`src/rtl/pixel_stream_gen.sv`:
```
// Pixel-coordinate generator for the ray-core dispatch path.
//
// Emits (pixel_x, pixel_y) beats over a valid/ready handshake for a runtime-sized
// frame in raster or tiled order, single-shot or continuous. Frame dimensions and
// mode are latched when a frame sequence starts.
//
// Ports:
//   clk, rst                     clock, synchronous active-low reset
//   cfg_width/cfg_height         frame size in pixels (latched on start)
//   cfg_tiled, cfg_continuous    traversal order / auto-restart (latched on start)
//   start, abort                 begin a sequence (idle only) / stop immediately
//   out_ready, out_valid         handshake towards the ray cores
//   pixel_x, pixel_y             current coordinate
//   sof, eol, eof                first pixel of frame / last of (tile) row / last of frame
//   busy, done                   generating / one-cycle pulse after single-shot frame
//   frame_cnt                    completed frames since reset (wraps)
module pixel_stream_gen #(
  parameter int unsigned COORD_W = 10,
  parameter int unsigned TILE_W  = 8,
  parameter int unsigned TILE_H  = 8,
  parameter int unsigned FCNT_W  = 16
) (
  input  logic               clk,
  input  logic               rst,
  input  logic [COORD_W-1:0] cfg_width,
  input  logic [COORD_W-1:0] cfg_height,
  input  logic               cfg_tiled,
  input  logic               cfg_continuous,
  input  logic               start,
  input  logic               abort,
  input  logic               out_ready,
  output logic               out_valid,
  output logic [COORD_W-1:0] pixel_x,
  output logic [COORD_W-1:0] pixel_y,
  output logic               sof,
  output logic               eol,
  output logic               eof,
  output logic               busy,
  output logic               done,
  output logic [FCNT_W-1:0]  frame_cnt
);

  localparam int unsigned CW1 = COORD_W + 1;
  localparam logic [COORD_W:0]   TileWM1   = CW1'(TILE_W - 1);
  localparam logic [COORD_W:0]   TileHM1   = CW1'(TILE_H - 1);
  localparam logic [COORD_W-1:0] TileWStep = COORD_W'(TILE_W);
  localparam logic [COORD_W-1:0] TileHStep = COORD_W'(TILE_H);

  typedef enum logic [0:0] {StIdle, StRun} state_e;

  state_e             state_q, state_d;
  logic [COORD_W-1:0] w_m1_q, w_m1_d, h_m1_q, h_m1_d;
  logic [COORD_W-1:0] x_q, x_d, y_q, y_d;
  logic [COORD_W-1:0] ox_q, ox_d, oy_q, oy_d;  // current tile origin
  logic               tiled_q, tiled_d, cont_q, cont_d, done_q, done_d;
  logic [FCNT_W-1:0]  fcnt_q, fcnt_d;

  logic [COORD_W:0]   ex_sum, ey_sum;
  logic [COORD_W-1:0] ex, ey;
  logic               row_end, last_px, xfer;

  // Clipped tile bounds; sums carry one extra bit so origin+TILE-1 cannot wrap.
  always_comb begin
    ex_sum = {1'b0, ox_q} + TileWM1;
    ey_sum = {1'b0, oy_q} + TileHM1;
    ex     = (ex_sum > {1'b0, w_m1_q}) ? w_m1_q : ex_sum[COORD_W-1:0];
    ey     = (ey_sum > {1'b0, h_m1_q}) ? h_m1_q : ey_sum[COORD_W-1:0];
  end

  always_comb begin
    out_valid = (state_q == StRun);
    busy      = out_valid;
    pixel_x   = x_q;
    pixel_y   = y_q;
    row_end   = tiled_q ? (x_q == ex) : (x_q == w_m1_q);
    // Both traversal orders finish on the bottom-right pixel.
    last_px   = (x_q == w_m1_q) && (y_q == h_m1_q);
    sof       = out_valid && (x_q == '0) && (y_q == '0);
    eol       = out_valid && row_end;
    eof       = out_valid && last_px;
    done      = done_q;
    frame_cnt = fcnt_q;
    xfer      = out_valid && out_ready;
  end

  always_comb begin
    state_d = state_q;
    w_m1_d  = w_m1_q;
    h_m1_d  = h_m1_q;
    tiled_d = tiled_q;
    cont_d  = cont_q;
    x_d     = x_q;
    y_d     = y_q;
    ox_d    = ox_q;
    oy_d    = oy_q;
    fcnt_d  = fcnt_q;
    done_d  = 1'b0;
    unique case (state_q)
      StIdle: begin
        if (start && !abort && (cfg_width != '0) && (cfg_height != '0)) begin
          state_d = StRun;
          w_m1_d  = cfg_width - COORD_W'(1);
          h_m1_d  = cfg_height - COORD_W'(1);
          tiled_d = cfg_tiled;
          cont_d  = cfg_continuous;
          x_d     = '0;
          y_d     = '0;
          ox_d    = '0;
          oy_d    = '0;
        end
      end
      StRun: begin
        if (abort) begin
          // Abort wins over a simultaneous transfer, even on the eof beat.
          state_d = StIdle;
          x_d     = '0;
          y_d     = '0;
          ox_d    = '0;
          oy_d    = '0;
        end else if (xfer) begin
          if (last_px) begin
            fcnt_d = fcnt_q + FCNT_W'(1);
            x_d    = '0;
            y_d    = '0;
            ox_d   = '0;
            oy_d   = '0;
            if (!cont_q) begin
              state_d = StIdle;
              done_d  = 1'b1;
            end
          end else if (!tiled_q) begin
            if (row_end) begin
              x_d = '0;
              y_d = y_q + COORD_W'(1);
            end else begin
              x_d = x_q + COORD_W'(1);
            end
          end else if (!row_end) begin
            x_d = x_q + COORD_W'(1);
          end else if (y_q != ey) begin
            x_d = ox_q;
            y_d = y_q + COORD_W'(1);
          end else if (ex != w_m1_q) begin
            // Next tile to the right; ex < W-1 so the new origin still fits.
            ox_d = ox_q + TileWStep;
            x_d  = ox_q + TileWStep;
            y_d  = oy_q;
          end else begin
            ox_d = '0;
            x_d  = '0;
            oy_d = oy_q + TileHStep;
            y_d  = oy_q + TileHStep;
          end
        end
      end
      default: state_d = StIdle;
    endcase
  end

  always_ff @(posedge clk) begin
    if (!rst) begin
      state_q <= StIdle;
      w_m1_q  <= '0;
      h_m1_q  <= '0;
      tiled_q <= 1'b0;
      cont_q  <= 1'b0;
      x_q     <= '0;
      y_q     <= '0;
      ox_q    <= '0;
      oy_q    <= '0;
      fcnt_q  <= '0;
      done_q  <= 1'b0;
    end else begin
      state_q <= state_d;
      w_m1_q  <= w_m1_d;
      h_m1_q  <= h_m1_d;
      tiled_q <= tiled_d;
      cont_q  <= cont_d;
      x_q     <= x_d;
      y_q     <= y_d;
      ox_q    <= ox_d;
      oy_q    <= oy_d;
      fcnt_q  <= fcnt_d;
      done_q  <= done_d;
    end
  end

endmodule

```
`config.mk`:
```
export PLATFORM = sky130hd
export DESIGN_NAME = pixel_stream_gen
export DESIGN_NICKNAME = d
export VERILOG_FILES = /design/src/rtl/pixel_stream_gen.sv
export SDC_FILE = /design/constraint.sdc
export NUM_CORES = 1
export LEC_CHECK = 0
export BUFFER_PORTS_ARGS = -buffer_cell sky130_fd_sc_hd__buf_4
export CORE_ASPECT_RATIO = 0.9
export CORE_MARGIN = 2
export CORE_UTILIZATION = 35
export CTS_CLUSTER_DIAMETER = 30
export DETAILED_ROUTE_END_ITERATION = 8
export HOLD_SLACK_MARGIN = 0.05
export SLEW_MARGIN = 20
export SYNTH_ARGS = -nofsm -noshare
export SYNTH_HDL_FRONTEND = slang
export SYNTH_SLANG_ARGS = --single-unit
```
`constraint.sdc`:
```
create_clock -name clk -period 5.1 [get_ports clk]
set_input_delay 1.02 -clock clk [delete_from_list [all_inputs] [get_ports clk]]
set_output_delay 1.02 -clock clk [all_outputs]
set_load 0.05 [all_outputs]
```
== Word level (Yosys, flattened, before mapping) ==
Index checks and enable logic that the tools add are counted.
Word-level totals
  bits in registers: 80
  bits in latches: 0
  memory bits (writable): 0
  ROM bits: 0
  input bits: 27
  output and inout port bits: 42
  word-level logic and storage cells: 100
  memories kept: 0
Cells by class
  $add $sub $neg: 9
  multipliers: 0
  divide/modulo/power cells: 0
  order comparisons: 2
  eq/ne operators: 10
  shift operators: 0
  mux-type cells: 42
  bitwise operators: 5
  reductions and logical operators: 21
Operators by type and width (number)
  10-bit 2-to-1 mux: 30
  10-bit case mux with 2 select lines: 4
  10-bit == test: 3
  10-bit by 3-bit adder with 11-bit output (second input constant): 2
  11-bit by 10-bit greater-than comparator with 1-bit output: 2
  10-bit by 1-bit adder with 10-bit output (second input constant): 2
  10-bit by 4-bit adder with 10-bit output (second input constant): 2
  10-bit zero test: 2
  10-bit != test: 2
  10-bit nonzero test: 2
  10-bit by 1-bit subtractor with 10-bit output (second input constant): 2
  16-bit by 1-bit adder with 16-bit output (second input constant): 1
  1-bit logical AND: 9
  4-bit by 2-bit != test with 1-bit output (second input constant): 2
  4-bit AND reduction: 2
  1-bit 2-to-1 mux: 7
  1-bit inverter: 5
  5-bit AND reduction: 1
  5-bit OR reduction: 1
  4-bit != test (second input constant): 1
  2-bit AND reduction: 2
  3-bit by 2-bit != test with 1-bit output (second input constant): 1
  3-bit AND reduction: 1
  2-bit != test (second input constant): 1
  other kinds (2): 2

== Longest topological paths before layout ==
  depth in word-level cells: 12
  mapped depth: 21
  depth with buffers taken out: 17

== Least setup slack after synthesis ==
OpenSTA, ideal clock, no wires.
  kind: register to output
  start: reg ox_q[0]
  end: out eol
  arrival time: 3.890 ns
  data required time: 4.080 ns
  path slack: 0.190 ns
  stages on the path, launching flop included: 18
  path buffers: 2
  cells stage by stage: dfxtp_1 -> buf_6 -> inv_1 -> ha_1 -> nor2b_1 -> nor2_1 -> xnor2_1 -> inv_1 -> ha_1 -> nand4_1 -> nor3_1 -> a2bb2oi_4 -> nand2_2 -> mux2_4 -> a2111oi_4 -> a21o_4 -> buf_6 -> and2_1
On the way
  word-level cells in the longest chain between the ends: 6
RTL lines
  start, declared: RTL line 54  | logic [COORD_W-1:0] ox_q, ox_d, oy_q, oy_d;
  start signal, assigned: RTL line 169  | ox_q <= '0;
  start signal, assigned: RTL line 181  | ox_q <= ox_d;
  10-bit by 3-bit adder with 11-bit output (*): RTL line 64  | ex_sum = {1'b0, ox_q} + TileWM1;
  11-bit by 10-bit greater-than comparator with 1-bit output: RTL line 66  | ex = (ex_sum > {1'b0, w_m1_q}) ? w_m1_q : ex_sum[COORD_W-1:0];
  10-bit 2-to-1 mux (*): RTL line 66
  10-bit == test (*): RTL line 75  | row_end = tiled_q ? (x_q == ex) : (x_q == w_m1_q);
  1-bit 2-to-1 mux (*): RTL line 75
  1-bit logical AND (*): RTL line 79  | eol = out_valid && row_end;
  end, declared: RTL line 36  | output logic eol,
Every way passes the cells marked *; elsewhere a longest branch is shown, timed or not.

== Worst setup path after layout ==
  start: reg ox_q[1]
  end: out eol
The elaborated chain is that of the path after synthesis.

==> impl_metrics.tcl <==
set metrics [dict create \
    dr.pass1.iters 5 \
    setup_viol 0 \
    holdCritStartpoint "cont_q" \
    worstSetupPathType "register to output port" \
    async_reset_ff_share_pct 0 \
    clock.fmax_mhz 204 \
    drive_above_1_share_pct 17.6 \
    tightestPinTransition_ns 0.815 \
    cp.buffers_inverters 3 \
    finalCriticalPeriod_ns 4.90 \
    nets 862 \
    final_cell_mix "90 x buf_4, 82 x nor2_1, 75 x dfxtp_1" \
    cts_max_path_buffers 2 \
    relSlewSlack_pct 45.3 \
    cp_top_family "simple AND/OR/NAND/NOR gates" \
    fin_crit_sh_pct 96.1 \
    max_stage_delay_ns 0.37 \
    skew_ns 0.00837 \
    diodes 0 \
    post-place-cells 1001 \
    cap_viol_max_count 0 \
    numCtsBuffers 9 \
    ant_nets 0 \
    p_leak_uw 0.00279 \
    placed_cell_area_mm2 0.00653 \
    drcViolationCount 0 \
    clk_latency_ns 0.35 \
    cp.required_ns 4.08 \
    finalHoldViolCount 0 \
    gp_congestion 0.893 \
    cp_max_fo 9 \
    cp_data_arrival_time_ns 3.88 \
    ys_seq_area_share_pct 26.5 \
    synthTopCellsByArea "dfxtp_1 27%, xor2_1 5.9%, ha_1 5.8%" \
    p_per_area_mw_per_mm2 240 \
    path_cells "inv_1 > ha_1 > nand2b_4 > and3_4 > xnor2_1 > inv_1 > ha_1 > a21o_1 > a21oi_1 > a2bb2oi_4 > and2_4 > mux2_2 > and4bb_4 > a21o_4 > and2_1 > buf_6" \
    grt_max_degree 45 \
    wl_mm 17.6 \
    grt_pass1_wl_mm 28.3 \
    cts_tree "built" \
    yosys.area.top_type "dfxtp_1" \
    final_cell_area_mm2 0.00694 \
    start_util_pct 35.9 \
    end_kind "output port" \
    peakVddDrop_mv 0.177 \
    fp.dieW_um 140 \
    rows 44 \
    rsz0062_at_grt "false" \
    status "finished, final reports clean" \
    vias 5565 \
    path_clk_slew_ns 0.06 \
    hpwl_mm 13.6 \
    start_kind "register" \
    h-tree-depth 3 \
    synth_ff_type "dfxtp_1" \
    timing.final.max_slew_violations 0 \
    area_delta_synth_final_pct 19.4 \
    wire_per_inst_um 17.2 \
    slowest_stage "dfxtp_2" \
    antenna_found_initial 0 \
    hold_class "register to register" \
    startpoint "ox_q[1]" \
    synth_top_area_share_pct 26.5 \
    grt_remaining_overflow 0 \
    ys_ff_latch 77 \
    synthCells 749 \
    dieArea_mm2 0.0176 \
    track_usage_pct 20.1 \
    layout_commonest_cell "buf_4" \
    ctsRootBufferMaster "clkbuf_16" \
    ys_types 83 \
    netlist_area_mm2 0.00581 \
    finalHoldWorstSlack_ns 0.453 \
    syn_avg_cell_area_um2 7.75 \
    grt_pass1_vias 5168 \
    stdcell_count 1020 \
    boundaryPins 69 \
    tns_ns 0 \
    ys_warn_count 0 \
    cts.sinks 77 \
    viasPerCell 5.46 \
    initialDrtViolationCount 363 \
    numPortBuffers 68 \
    core_area_mm2 0.0162 \
    reg2reg_from "ox_q[1]" \
    synth-edff-count 0 \
    syn-num-nets 803 \
    die_h_um 126 \
]
cell usage after synthesis (all sizes together), types with 11 or more instances:
master	number
dfxtp	77
and3	16
o21ai	36
mux2i	11
or3	15
ha	27
nand2	49
xor2	39
nand3	34
nor3	20
inv	52
nor2	84
clkbuf	33
a211oi	22
nor4	12
nand2b	12
a21oi	45
xnor2	32
layout make-up:
| type | count | area (um2) |
|---|---|---|
| Clock buffer | 11 | 243 |
| Clock inverter | 5 | 108 |
| Fill cell | 1726 | 9250 |
| Inverter | 52 | 195 |
| Multi-Input combinational cell | 577 | 3900 |
| Sequential cell | 77 | 1540 |
| Tap cell | 207 | 259 |
| Timing Repair Buffer | 91 | 687 |
metrics by stage:
step	total power, uW	setup WS, ns	util [%]
final	1670	0.197	42.8
after global routing	1730	0.0124	42.8
after CTS	1680	0.00585	42.6
after detailed placement	916	0.0900	40.3
after global placement	915	0.214	40.3
after floorplan	829	0.190	-
flip-flops by register name, indices dropped and copies added, names as in the netlist:
register and count:
busy 1, cont_q 1, done 1, frame_cnt 16, h_m1_q 10, ox_q 10, oy_q 7, pixel_x 10
pixel_y 10, tiled_q 1, w_m1_q 10
repair_timing:
item	4_1_cts	5_1_grt
endpoints found under the hold margin	0	0
gates resized for setup	2	9
pin swaps	2	3
buffers inserted	1	2
hold buffers	0	0
endpoints found under the setup margin	1	1
gates cloned	0	0
routing by layer:
layer  up-vias  track usage [%]  routed length, um
li1       2783                -                  -
met1      2567             29.0               8460
met2       199             29.7               7460
met3        16             5.29               1430
met4         0             5.24                235
met5         -                0                  0
cell families (layout without fill, tap and decap cells):
kind of cell / count (synthesis) / count (layout) / synth area share (%)
XOR/XNOR: 73 / 73 / 11.5
AO/OA/AOI/OAI: 173 / 173 / 20.7
multiplexers: 13 / 13 / 2.35
flip-flops: 77 / 77 / 26.5
buffers and inverters: 95 / 159 / 6.96
AND/OR/NAND/NOR: 291 / 291 / 26.2
adder cells (fa/ha/maj): 27 / 27 / 5.82
report_power, final:
part / leakage [uW] / internal (uW) / switching [uW]
clock network: 0.000170 / 493 / 263
logic: 0.00199 / 111 / 164
registers: 0.000625 / 615 / 19.1
path summary, 6_finish.rpt:
kind                            depth (start not counted)    endpoint  slack [ns]
worst max-delay path                                   16         eol        0.20
worst min-delay path                                    1        done        0.45
worst max register to register                         19  pixel_y[4]        0.87
worst min register to register                          1        done        0.45
Power figures use the tool's default switching activity.
